$ cat config.mk
export PLATFORM = sky130hd
export DESIGN_NAME = seg7_capture_decoder_flat
export DESIGN_NICKNAME = d
export VERILOG_FILES = /design/src/rtl/seg7_capture_decoder_if.sv /design/src/rtl/seg7_capture_decoder.sv /design/src/flat_wrapper.sv
export SDC_FILE = /design/constraint.sdc
export NUM_CORES = 1
export LEC_CHECK = 0
export ABC_AREA = 1
export BUFFER_PORTS_ARGS = -buffer_cell sky130_fd_sc_hd__buf_2
export CAP_MARGIN = 20
export CORE_MARGIN = 3
export CORE_UTILIZATION = 57
export CTS_CLUSTER_SIZE = 10
export DETAILED_ROUTE_END_ITERATION = 7
export MAX_ROUTING_LAYER = met4
export PLACE_DENSITY = 0.86
export SLEW_MARGIN = 20
export SYNTH_ARGS = -nofsm -noshare
export SYNTH_HDL_FRONTEND = slang
export SYNTH_SLANG_ARGS = --single-unit
$ cat constraint.sdc
create_clock -name clk -period 1.44 [get_ports clk]
set_clock_uncertainty 0.05 [all_clocks]
set_input_delay 0.288 -clock clk [delete_from_list [all_inputs] [get_ports clk]]
set_output_delay 0.288 -clock clk [all_outputs]
set_load 0.02 [all_outputs]
$ cat src/rtl/seg7_capture_decoder_if.sv
// Display-bus and frame-handshake bundle between a 7-segment multiplexed driver/consumer
// and the capture decoder.
interface seg7_capture_decoder_if #(
  parameter int NDIG = 4
);
  logic [6:0]        segment7;
  logic [NDIG-1:0]   digit_sel;
  logic [4*NDIG-1:0] bcd_out;
  logic [NDIG-1:0]   err_out;
  logic              frame_valid;
  logic              frame_ready;
  logic              overflow;

  modport master (
    output segment7, digit_sel, frame_ready,
    input  bcd_out, err_out, frame_valid, overflow
  );

  modport slave (
    input  segment7, digit_sel, frame_ready,
    output bcd_out, err_out, frame_valid, overflow
  );
endinterface

$ cat src/rtl/seg7_capture_decoder.sv
// Recovers BCD digits from a time-multiplexed 7-segment bus ({a..g}, active-high) and
// presents each complete frame on a valid/ready output with per-digit illegal flags.
module seg7_capture_decoder #(
  parameter int NDIG          = 4,
  parameter int STABLE_CYCLES = 4
) (
  input logic                    clk,
  input logic                    reset_n,
  seg7_capture_decoder_if.slave  bus
);
  localparam int CW = $clog2(STABLE_CYCLES + 1);
  localparam int IW = (NDIG > 1) ? $clog2(NDIG) : 1;
  localparam logic [CW-1:0] CNT_MAX = CW'(STABLE_CYCLES);

  function automatic logic [4:0] decode_seg(input logic [6:0] seg);
    case (seg)
      7'b1111110: return {1'b0, 4'd0};
      7'b0110000: return {1'b0, 4'd1};
      7'b1101101: return {1'b0, 4'd2};
      7'b1111001: return {1'b0, 4'd3};
      7'b0110011: return {1'b0, 4'd4};
      7'b1011011: return {1'b0, 4'd5};
      7'b1011111: return {1'b0, 4'd6};
      7'b1110000: return {1'b0, 4'd7};
      7'b1111111: return {1'b0, 4'd8};
      7'b1110011: return {1'b0, 4'd9};
      default:    return {1'b1, 4'hF};
    endcase
  endfunction

  function automatic logic onehot_ok(input logic [NDIG-1:0] sel);
    return (sel != '0) && ((sel & (sel - NDIG'(1))) == '0);
  endfunction

  function automatic logic [IW-1:0] sel_index(input logic [NDIG-1:0] sel);
    logic [IW-1:0] idx;
    idx = '0;
    for (int k = 0; k < NDIG; k++) begin
      if (sel[k]) idx = idx | IW'(k);
    end
    return idx;
  endfunction

  logic [6:0]            s_seg_q, s_seg_d;
  logic [NDIG-1:0]       s_sel_q, s_sel_d;
  logic [CW-1:0]         count_q, count_d;
  logic                  cap_vld_q, cap_vld_d;
  logic [IW-1:0]         cap_idx_q, cap_idx_d;
  logic [6:0]            cap_seg_q, cap_seg_d;
  logic [NDIG-1:0][3:0]  slot_val_q, slot_val_d;
  logic [NDIG-1:0]       slot_err_q, slot_err_d;
  logic [NDIG-1:0]       seen_q, seen_d;
  logic [NDIG-1:0][3:0]  bcd_q, bcd_d;
  logic [NDIG-1:0]       err_q, err_d;
  logic                  valid_q, valid_d;
  logic                  ovf_q, ovf_d;

  logic                  sel_ok_s, same_s, complete_s, load_s, drop_s;
  logic [4:0]            dec_s;

  // Next-state: sampling, run counting, capture, slot write and frame hand-off
  always_comb begin
    s_seg_d    = bus.segment7;
    s_sel_d    = bus.digit_sel;
    sel_ok_s   = onehot_ok(bus.digit_sel);
    same_s     = (bus.segment7 == s_seg_q) && (bus.digit_sel == s_sel_q);

    if (!sel_ok_s) begin
      count_d = '0;
    end else if (same_s) begin
      count_d = (count_q == CNT_MAX) ? count_q : count_q + CW'(1);
    end else begin
      count_d = CW'(1);
    end

    // A saturated run that simply continues must not capture again
    cap_vld_d  = sel_ok_s && (count_d == CNT_MAX) && !(same_s && (count_q == CNT_MAX));
    cap_idx_d  = sel_index(bus.digit_sel);
    cap_seg_d  = bus.segment7;

    dec_s      = decode_seg(cap_seg_q);
    complete_s = &seen_q;
    slot_val_d = slot_val_q;
    slot_err_d = slot_err_q;
    seen_d     = complete_s ? '0 : seen_q;
    if (cap_vld_q) begin
      slot_val_d[cap_idx_q] = dec_s[3:0];
      slot_err_d[cap_idx_q] = dec_s[4];
      seen_d[cap_idx_q]     = 1'b1;
    end else begin
      seen_d = seen_d;
    end

    load_s = complete_s && (!valid_q || bus.frame_ready);
    drop_s = complete_s && valid_q && !bus.frame_ready;
    ovf_d  = ovf_q | drop_s;
    if (load_s) begin
      bcd_d   = slot_val_q;
      err_d   = slot_err_q;
      valid_d = 1'b1;
    end else if (valid_q && bus.frame_ready) begin
      bcd_d   = bcd_q;
      err_d   = err_q;
      valid_d = 1'b0;
    end else begin
      bcd_d   = bcd_q;
      err_d   = err_q;
      valid_d = valid_q;
    end
  end

  // State registers
  always_ff @(posedge clk or negedge reset_n) begin
    if (!reset_n) begin
      s_seg_q    <= 7'd0;
      s_sel_q    <= '0;
      count_q    <= '0;
      cap_vld_q  <= 1'b0;
      cap_idx_q  <= '0;
      cap_seg_q  <= 7'd0;
      slot_val_q <= '0;
      slot_err_q <= '0;
      seen_q     <= '0;
      bcd_q      <= '0;
      err_q      <= '0;
      valid_q    <= 1'b0;
      ovf_q      <= 1'b0;
    end else begin
      s_seg_q    <= s_seg_d;
      s_sel_q    <= s_sel_d;
      count_q    <= count_d;
      cap_vld_q  <= cap_vld_d;
      cap_idx_q  <= cap_idx_d;
      cap_seg_q  <= cap_seg_d;
      slot_val_q <= slot_val_d;
      slot_err_q <= slot_err_d;
      seen_q     <= seen_d;
      bcd_q      <= bcd_d;
      err_q      <= err_d;
      valid_q    <= valid_d;
      ovf_q      <= ovf_d;
    end
  end

  assign bus.bcd_out     = bcd_q;
  assign bus.err_out     = err_q;
  assign bus.frame_valid = valid_q;
  assign bus.overflow    = ovf_q;
endmodule

$ cat src/flat_wrapper.sv
// flat-port wrapper written by rule: the top's interface ports become plain ports
module seg7_capture_decoder_flat 
#(
  parameter int NDIG          = 4,
  parameter int STABLE_CYCLES = 4
)
  (clk, reset_n, bus_segment7, bus_digit_sel, bus_frame_ready, bus_bcd_out, bus_err_out, bus_frame_valid, bus_overflow);
  seg7_capture_decoder_if #(.NDIG(NDIG)) bus_i ();
  input logic clk;
  input logic reset_n;
  input wire logic [$bits(bus_i.segment7)-1:0] bus_segment7;
  input wire logic [$bits(bus_i.digit_sel)-1:0] bus_digit_sel;
  input wire logic [$bits(bus_i.frame_ready)-1:0] bus_frame_ready;
  output wire logic [$bits(bus_i.bcd_out)-1:0] bus_bcd_out;
  output wire logic [$bits(bus_i.err_out)-1:0] bus_err_out;
  output wire logic [$bits(bus_i.frame_valid)-1:0] bus_frame_valid;
  output wire logic [$bits(bus_i.overflow)-1:0] bus_overflow;
  assign bus_i.segment7 = bus_segment7;
  assign bus_i.digit_sel = bus_digit_sel;
  assign bus_i.frame_ready = bus_frame_ready;
  assign bus_bcd_out = bus_i.bcd_out;
  assign bus_err_out = bus_i.err_out;
  assign bus_frame_valid = bus_i.frame_valid;
  assign bus_overflow = bus_i.overflow;
  seg7_capture_decoder #(.NDIG(NDIG), .STABLE_CYCLES(STABLE_CYCLES)) u_core (.clk(clk), .reset_n(reset_n), .bus(bus_i));
endmodule
==> flow_summary.yaml, run 1 <==
run_status:
  status: "finished, violations left"
  violations: "setup timing"
clock_network:
  clkTransAtPathRegs_ns: 0.07
  cts_root_buffer: "clkbuf_8"
  tritoncts: "built"
  htree_levels: 3
  cts-buffers-inserted: 9
  cts_sinks: 63
  clk_latency_ns: 0.34
  cts.path.max_buffers: 2
worst_setup_path:
  crit_slowest_cell: "dfrtp_2"
  critPathMaxStageDelay_ns: 0.44
  cp-startpoint: "u_core.s_seg_q[2]$_DFF_PN0_"
  cpMostUsedCell: "nand2_1"
  critPathRequiredTime_ns: 1.62
  critPathTopFamily: "simple AND/OR/NAND/NOR gates"
  r2r_cells: 10
  crit_fanout: 7
  reg2reg_from: "u_core.s_seg_q[2]$_DFF_PN0_"
  worst-setup-path-type: "flop to flop"
  crit_buf_inv: 1
  critPathLaunchType: "flop"
  crit_path_end_kind: "flop"
  worst-path-stages: 10
  cp_cell_sequence: "inv_2, nand2_1, nor2_1, nand2_1, nand2_1, nor2_4, nand3_4, nand2_2, nand2_1, nand2_1"
  crit_arrival_ns: 1.66
timing:
  rsz0062_at_grt: "true"
  period_needed_ns: 1.48
  setup_viol: 8
  hold_ws_ns: 0.0329
  max_freq_ghz: 0.676
  fin_ws_ns: -0.0390
  finalHoldViolations: 0
  slew_headroom: 0.778
  setup_tns_ns: -0.164
  tightest_slew_ns: 0.333
  slew_viol_final: 0
  fin_crit_sh: 1.03
global_route:
  grt_pass1_vias: 2132
  overflow: 0
  grt_max_degree: 64
  grt_usage: 0.224
  antenna_found_initial: 0
  grt_pass1_wl_mm: 9.11
synthesis:
  syn_inst: 319
  synthArstFlopShare: 1.00
  synth_nets: 335
  syn_avg_cell_area_um2: 8.56
  synthTopCellsByArea: "dfrtp_1, nand2_1, nand3_1"
  synth_top_area_frac: 0.577
  synth.cell_area_um2: 2730
  synth_ff_type: "dfrtp_1"
  synth_seq_cells: 63
  ys_seq_area_frac: 0.577
  synth_warnings: 0
  ys_types: 26
  synth.largest_area_cell: "dfrtp_1"
  synth-edff-count: 0
die:
  rows: 24
  die_y_um: 75.2
  die_w_um: 75.2
  die-area_um2: 5660
  start_util: 0.606
  coreArea_um2: 4500
  ioPinCount: 36
final_layout:
  instances_no_fill: 432
  nets: 391
  multiInputGateArea_um2: 1120
  fin_util: 0.764
  num_antenna_cells: 0
  layout_common_cells: "nand2_1, dfrtp_1, buf_2, inv_1, nand3_1"
  drive_above_1_share: 0.279
  area_growth_pct: 26.0
  seqCellArea_um2: 1590
  fill_cells: 299
  layout_commonest_cell: "nand2_1"
  final_cell_area_um2: 3440
power:
  clkPwrFrac: 0.459
  ir_drop_mv: 1.02
  leakagePower_nw: 1.90
  switchingPower_mw: 0.822
  total_power_mw: 3.76
  power_density_nw_per_um2: 1090
  p_seq_frac: 0.484
  swShare: 0.219
  internal_power_mw: 2.94
  combPwrFrac: 0.057
place:
  dp_worst_setup_slack_ns: -0.0379
  dpl.hpwl_mm: 3.68
  place_area_um2: 3040
  dpl.cell_count: 411
  io_buffer_count: 35
  place_congestion: 0.840
hold_path:
  hold_depth: 1
  min_from: "bus_segment7[1]"
  hold_path_class: "input port to flop"
route:
  vias: 2282
  viasPerCell: 5.28
  firstDrtPassIters: 4
  drc: 0
  wl_per_cell_um: 13.3
  drt_wl_total_mm: 5.73
  postRouteAntennaNets: 0
  drt-initial-drc-count: 163
run:
  cap_violations: 0
==> cell families after synthesis <==
| kind of cell | Yosys count | synth area share |
|---|---|---|
| simple gates | 186 | 0.290 |
| xor+xnor | 9 | 0.0289 |
| buf+inv | 40 | 0.0568 |
| compound gates | 19 | 0.0380 |
| fa+ha+maj | 2 | 0.00916 |
| flops | 63 | 0.577 |
==> metal layers <==
| metal | GRT usage | part of all wire |
|---|---|---|
| met5 | - | 0 |
| met1 | 0.262 | 0.42 |
| met4 | 0.115 | 0.020 |
| met2 | 0.363 | 0.50 |
| met3 | 0.0481 | 0.053 |
==> layout make-up <==
type                            count  area share
Sequential cell                    63       0.461
Multi-Input combinational cell    216       0.325
Timing Repair Buffer               51      0.0935
Clock buffer                       13      0.0462
Inverter                           34      0.0371
Clock inverter                      3      0.0189
Tap cell                           52      0.0189
==> timing repair <==
action	in CTS	in global routing
setup endpoints to repair	14	24
setup buffers	0	4
resized for setup	7	41
cloned	0	0
hold buffers	1	0
endpoints found under the hold margin	63	0
pin swaps	1	10
==> final timing paths <==
path                       slack [ns]                           endpoint
max                             -0.04  u_core.slot_val_q[14]$_DFFE_PN0P_
min                              0.03        u_core.s_seg_q[1]$_DFF_PN0_
max reg2reg                     -0.04  u_core.slot_val_q[14]$_DFFE_PN0P_
min reg2reg                      0.41  u_core.bus.bcd_out[7]$_DFFE_PN0P_
max in group asynchronous        0.61        u_core.s_seg_q[6]$_DFF_PN0_
min in group asynchronous        0.43  u_core.bus.err_out[3]$_DFFE_PN0P_
==> flip-flops by register name (all words and copies together) (netlist names) <==
| signal | cells |
|---|---|
| u_core.bus.bcd_out | 16 |
| u_core.bus.err_out | 4 |
| u_core.bus.frame_valid | 1 |
| u_core.bus.overflow | 1 |
| u_core.cap_idx_q | 2 |
| u_core.cap_vld_q | 1 |
| u_core.count_q | 3 |
| u_core.s_seg_q | 7 |
| u_core.s_sel_q | 4 |
| u_core.seen_q | 4 |
| u_core.slot_err_q | 4 |
| u_core.slot_val_q | 16 |
==> power by group through the flow <==
| stage | sequential (mW) | clock (mW) | combinational (mW) |
|---|---|---|---|
| final | 1.82 | 1.73 | 0.214 |
| after global routing | 1.82 | 1.83 | 0.241 |
| after CTS | 1.81 | 1.75 | 0.181 |
| after detailed placement | 1.85 | 0 | 0.173 |
| after global placement | 1.84 | 0 | 0.167 |
| after floorplan | 1.84 | 0 | 0.0864 |
==> Yosys cell counts, types with 2 or more instances <==
| master | n |
|---|---|
| nand2_1 | 118 |
| dfrtp_1 | 63 |
| inv_1 | 32 |
| nand3_1 | 26 |
| nor2_1 | 23 |
| o21ai_0 | 14 |
| xor2_1 | 6 |
| nand2_2 | 5 |
| nor3_1 | 5 |
| buf_2 | 4 |
| nand4_1 | 4 |
| xnor2_1 | 3 |
| ha_1 | 2 |
| inv_2 | 2 |
No activity file was read; power rests on OpenSTA's default activity.
==> run 2, diff against run 1 <==
--- a/config.mk
+++ b/config.mk
@@ -8,12 +8,13 @@
 export ABC_AREA = 1
 export BUFFER_PORTS_ARGS = -buffer_cell sky130_fd_sc_hd__buf_2
 export CAP_MARGIN = 20
+export CORE_ASPECT_RATIO = 1.1
 export CORE_MARGIN = 3
 export CORE_UTILIZATION = 57
 export CTS_CLUSTER_SIZE = 10
 export DETAILED_ROUTE_END_ITERATION = 7
 export MAX_ROUTING_LAYER = met4
-export PLACE_DENSITY = 0.86
+export PLACE_DENSITY = 0.79
 export SLEW_MARGIN = 20
 export SYNTH_ARGS = -nofsm -noshare
 export SYNTH_HDL_FRONTEND = slang
==> run 2 against run 1 <==
Against the previous run:
- the run still ends with setup timing left
- clock power shrank 10%
- global-route usage fell by 0.15 points
- sequential share of layout area is 0.82 points lower
- combinational power rose by 7%
- wire length up 6.5%
- critical path type unchanged
- largest power group unchanged
==> flow_summary.yaml, run 2 (synthesized netlist as in run 1, its figures left out) <==
run_status:
  status: "finished, violations left"
  violations: "setup timing"
route:
  firstDrtPassIters: 4
  vias: 2290
  postRouteAntennaNets: 0
  drt_wl_total_mm: 6.10
  wl_per_cell_um: 14.0
  drt-initial-drc-count: 163
  viasPerCell: 5.24
  drc: 0
worst_setup_path:
  crit_slowest_cell: "dfrtp_2"
  cpMostUsedCell: "nand2_1"
  crit_arrival_ns: 1.70
  critPathLaunchType: "flop"
  worst-setup-path-type: "flop to flop"
  crit_path_end_kind: "flop"
  critPathMaxStageDelay_ns: 0.42
  crit_fanout: 7
  cp_cell_sequence: "inv_1, nor2_2, nand2_1, nand2_4, nor2_4, nand3_4, nand2_4, nand2_1, nand2_1"
  critPathRequiredTime_ns: 1.62
power:
  power_density_nw_per_um2: 1030
  swShare: 0.234
  p_seq_frac: 0.506
  ir_drop_mv: 0.816
  switchingPower_mw: 0.842
  internal_power_mw: 2.76
  leakagePower_nw: 1.91
  clkPwrFrac: 0.431
  total_power_mw: 3.60
  combPwrFrac: 0.063
final_layout:
  multiInputGateArea_um2: 1170
  layout_commonest_cell: "nand2_1"
  layout_common_cells: "nand2_1, dfrtp_1, buf_2, inv_1, nand3_1"
  fill_cells: 305
  final_cell_area_um2: 3500
  drive_above_1_share: 0.326
  num_antenna_cells: 0
  fin_util: 0.783
  area_growth_pct: 28.3
  instances_no_fill: 437
  nets: 395
  seqCellArea_um2: 1590
global_route:
  grt_usage: 0.222
  overflow: 0
  grt_pass1_wl_mm: 9.50
  grt_max_degree: 64
  antenna_found_initial: 0
  grt_pass1_vias: 2156
timing:
  fin_crit_sh: 1.06
  finalHoldViolations: 0
  tightest_slew_ns: 0.314
  setup_tns_ns: -0.977
  setup_viol: 16
  max_freq_ghz: 0.656
  period_needed_ns: 1.52
  rsz0062_at_grt: "true"
  hold_ws_ns: 0.0437
  fin_ws_ns: -0.0835
  slew_headroom: 0.791
  slew_viol_final: 0
run:
  cap_violations: 0
die:
  rows: 25
  die-area_um2: 5660
  die_y_um: 78.6
  coreArea_um2: 4470
  ioPinCount: 36
  start_util: 0.611
  die_w_um: 72
hold_path:
  hold_path_class: "input port to flop"
clock_network:
  cts_root_buffer: "clkbuf_8"
  cts-buffers-inserted: 9
  cts_sinks: 63
  clkTransAtPathRegs_ns: 0.07
  tritoncts: "built"
  clk_latency_ns: 0.34
  cts.path.max_buffers: 2
  htree_levels: 3
place:
  io_buffer_count: 35
  place_area_um2: 3050
  dp_worst_setup_slack_ns: -0.0797
  place_congestion: 0.821
  dpl.hpwl_mm: 3.85
  dpl.cell_count: 414
-- run 2: cell count changes in the layout (fill, tap and decap cells not counted), sizes merged --
cell,before,now
clkinvlp,0,1
clkbuf,13,12
bufinv,2,1
buf,50,54
-- run 2: cell type report --
cell class / instances / share of cell area
tap: 54 / 0.0193
sequential: 63 / 0.452
multi-input combinational: 216 / 0.335
clock inverter: 3 / 0.0121
clock buffer: 12 / 0.0443
timing repair buffer: 55 / 0.100
inverter: 34 / 0.0364
-- run 2: per-layer routing --
layer	wire (um)	vias to the layer above	track usage
met5	0	-	-
met4	136	0	0.0752
met1	2490	1098	0.257
met3	275	12	0.0781
li1	-	1114	-
met2	3210	66	0.359
-- run 2: final timing paths --
kind / startpoint / endpoint / slack (ns) / cells past startpoint
worst max-delay path: u_core.s_seg_q[6]$_DFF_PN0_ / u_core.slot_val_q[8]$_DFFE_PN0P_ / -0.08 / 9
worst min-delay path: bus_segment7[6] / u_core.s_seg_q[6]$_DFF_PN0_ / 0.04 / 1
worst max register to register: u_core.s_seg_q[6]$_DFF_PN0_ / u_core.slot_val_q[8]$_DFFE_PN0P_ / -0.08 / 9
worst min register to register: u_core.bus.bcd_out[12]$_DFFE_PN0P_ / u_core.bus.bcd_out[12]$_DFFE_PN0P_ / 0.42 / 2
max in group asynchronous: reset_n / u_core.s_seg_q[2]$_DFF_PN0_ / 0.62 / 3
min in group asynchronous: reset_n / u_core.bus.err_out[3]$_DFFE_PN0P_ / 0.43 / 3
-- run 2: repair_timing --
action                                 in CTS  in global routing
pin swaps                                   0                 19
hold buffers                                1                  0
endpoints found under the hold margin      63                  0
setup endpoints to repair                  12                 25
gates resized for setup                     2                 67
setup buffers                               4                  3
gates cloned                                0                  0
-- run 2: critical path, delay by kind of cell (launching register included) --
family        cells  cell delay [ns]
simple gates      8             0.86
buf+inv           1             0.10
flops             1             0.42
-- run 2: power groups by stage --
stage | clock, mW | sequential [mW] | combinational, mW
4_1_cts | 1.56 | 1.81 | 0.188
3_5_place_dp | 0 | 1.85 | 0.174
3_3_place_gp | 0 | 1.84 | 0.167
5_1_grt | 1.64 | 1.83 | 0.257
6_report | 1.55 | 1.82 | 0.228
2_1_floorplan | 0 | 1.84 | 0.0864
==> run 3, diff against run 2 <==
--- a/config.mk
+++ b/config.mk
@@ -5,7 +5,7 @@
 export SDC_FILE = /design/constraint.sdc
 export NUM_CORES = 1
 export LEC_CHECK = 0
-export ABC_AREA = 1
+export ABC_AREA = 0
 export BUFFER_PORTS_ARGS = -buffer_cell sky130_fd_sc_hd__buf_2
 export CAP_MARGIN = 20
 export CORE_ASPECT_RATIO = 1.1
==> run 3 against run 2 <==
Against the previous run:
- the flow still finishes with violations (setup timing)
- die area is 0.25% higher
- hold slack worse by 0.016 ns
- wire length is 1.5% higher
- worst setup slack worse by 0.27 ns
- critical path type unchanged
- critical endpoint is now u_core.slot_val_q[7]$_DFFE_PN0P_
- highest routed layer unchanged
==> flow_summary.yaml, run 3 <==
synthesis:
  synthTopCellsByArea: "dfrtp_1, mux2_2, xor2_1"
  syn_avg_cell_area_um2: 11.4
  synth_seq_cells: 63
  synth_nets: 257
  synthArstFlopShare: 1.00
  synth_top_area_frac: 0.576
  synth_warnings: 0
  syn_inst: 241
  yosysMostFrequentCell: "dfrtp_1"
  ys_top_cells_by_count: "dfrtp_1, nand2_1, mux2_2, nor2_1, a21oi_1"
  ys_seq_area_frac: 0.576
  ys_types: 37
  synth.largest_area_cell: "dfrtp_1"
  synth.cell_area_um2: 2740
  synth_ff_type: "dfrtp_1"
  synth-edff-count: 0
final_layout:
  seqCellArea_um2: 1580
  nets: 327
  fill_cells: 234
  drive_above_1_share: 0.446
  area_growth_pct: 35.3
  num_antenna_cells: 0
  fin_util: 0.829
  layout_commonest_cell: "dfrtp_1"
  layout_common_cells: "dfrtp_1, buf_2, nand2_1, buf_4, mux2_4"
  final_cell_area_um2: 3710
  multiInputGateArea_um2: 1330
die:
  start_util: 0.612
  die-area_um2: 5670
  die_w_um: 72.1
  rows: 25
  ioPinCount: 36
  die_y_um: 78.7
  coreArea_um2: 4470
timing:
  finalHoldViolations: 0
  fin_crit_sh: 1.24
  slew_viol_final: 0
  tightest_slew_ns: 0.461
  slew_headroom: 0.692
  max_freq_ghz: 0.558
  period_needed_ns: 1.79
  fin_ws_ns: -0.351
  setup_viol: 38
  rsz0062_at_grt: "true"
run_status:
  violations: "setup timing"
  status: "finished, violations left"
power:
  power_density_nw_per_um2: 1070
  clkPwrFrac: 0.467
  ir_drop_mv: 0.879
  leakagePower_nw: 1.79
  switchingPower_mw: 0.873
  combPwrFrac: 0.072
  swShare: 0.221
  p_seq_frac: 0.461
  internal_power_mw: 3.07
route:
  vias: 2039
  drt-initial-drc-count: 119
  drt_wl_total_mm: 6.19
  postRouteAntennaNets: 0
  firstDrtPassIters: 4
  wl_per_cell_um: 16.7
  drc: 0
  viasPerCell: 5.51
run:
  cap_violations: 0
place:
  io_buffer_count: 35
  dpl.hpwl_mm: 3.66
  place_area_um2: 3170
  place_congestion: 0.854
global_route:
  antenna_found_initial: 0
  overflow: 0
  grt_max_degree: 64
  grt_usage: 0.220
  grt_pass1_vias: 1976
  grt_pass1_wl_mm: 9.15
worst_setup_path:
  worst-setup-path-type: "flop to flop"
  cp_cell_sequence: "or3b_4, a21oi_4, nor3_1, a22oi_2, a21oi_1"
  critPathMaxStageDelay_ns: 0.45
  crit_path_end_kind: "flop"
  critPathLaunchType: "flop"
  crit_buf_inv: 0
  crit_slowest_cell: "dfrtp_2"
  critPathRequiredTime_ns: 1.59
  crit_fanout: 7
  crit_arrival_ns: 1.94
  critPathTopFamily: "compound AO/OA/AOI/OAI gates"
clock_network:
  cts_root_buffer: "clkbuf_8"
  htree_levels: 3
  clkTransAtPathRegs_ns: 0.07
  clk_latency_ns: 0.34
  cts-buffers-inserted: 9
  tritoncts: "built"
  cts.path.max_buffers: 2
  cts_sinks: 63
hold_path:
  hold_path_class: "input port to flop"
## run 3: final timing paths
kind | depth (start not counted) | endpoint | start | slack (ns)
worst max-delay path | 5 | u_core.slot_val_q[7]$_DFFE_PN0P_ | u_core.s_seg_q[3]$_DFF_PN0_ | -0.35
worst min-delay path | 1 | u_core.s_seg_q[3]$_DFF_PN0_ | bus_segment7[3] | 0.03
worst min register to register | 1 | u_core.bus.overflow$_DFF_PN0_ | u_core.bus.overflow$_DFF_PN0_ | 0.44
min in group asynchronous | 3 | u_core.bus.overflow$_DFF_PN0_ | reset_n | 0.43
worst max register to register | 5 | u_core.slot_val_q[7]$_DFFE_PN0P_ | u_core.s_seg_q[3]$_DFF_PN0_ | -0.35
max in group asynchronous | 3 | u_core.s_seg_q[6]$_DFF_PN0_ | reset_n | 0.61
## run 3: stage by stage
stage / setup TNS (ns) / setup slack, ns / power (mW) / hold slack (ns) / instances
after CTS: -3.93 / -0.275 / 3.93 / 0.0196 / 367
after floorplan: -2.21 / -0.248 / 1.96 / -0.0576 / 241
after detailed placement: -4.59 / -0.293 / 2.09 / 0.278 / 348
after global placement: -3.95 / -0.271 / 2.08 / 0.269 / 348
final: -5.21 / -0.351 / 3.95 / 0.0273 / 370
after global routing: -8.00 / -0.394 / 4.09 / 0.0119 / 370
## run 3: power by group through the flow
| stage | Clock [mW] | Combinational [mW] | Sequential, mW |
|---|---|---|---|
| floorplan | 0 | 0.129 | 1.84 |
| global placement | 0 | 0.234 | 1.85 |
| detailed placement | 0 | 0.238 | 1.85 |
| CTS | 1.86 | 0.254 | 1.82 |
| global route | 1.97 | 0.308 | 1.82 |
| finish | 1.84 | 0.283 | 1.82 |
## run 3: timing repair
| item | CTS | global route |
|---|---|---|
| pin swaps | 16 | 6 |
| buffers inserted | 1 | 2 |
| hold endpoints to repair | 63 | 0 |
| setup endpoints to repair | 41 | 44 |
| cloned | 1 | 1 |
| resized for setup | 16 | 43 |
| hold buffers | 1 | 0 |
## run 3: logic make-up after synthesis
family                     count (synthesis)  share of synthesized area
AOI/OAI and AO/OA                         36                     0.0854
xor gates and xnor gates                  16                     0.0512
adders and majority gates                  2                    0.00914
buffers and inverters                     15                     0.0292
DFF                                       63                      0.576
muxes                                     20                     0.0822
and+or+nand+nor                           89                      0.167
## run 3: per-layer routing
metal | global-route usage | vias up | part of all wire
li1 | - | 971 | -
met1 | 0.251 | 1004 | 0.40
met2 | 0.377 | 56 | 0.54
met3 | 0.0468 | 8 | 0.047
met4 | 0.0865 | 0 | 0.012
met5 | - | - | 0
## run 3: cell type report
cell class	instances	area share
repair buffers	69	0.126
clock buffers	9	0.0334
clock inverters	7	0.0324
flip-flops and latches	63	0.427
inverters	5	0.00506
well taps	54	0.0182
multi-input cells	163	0.358
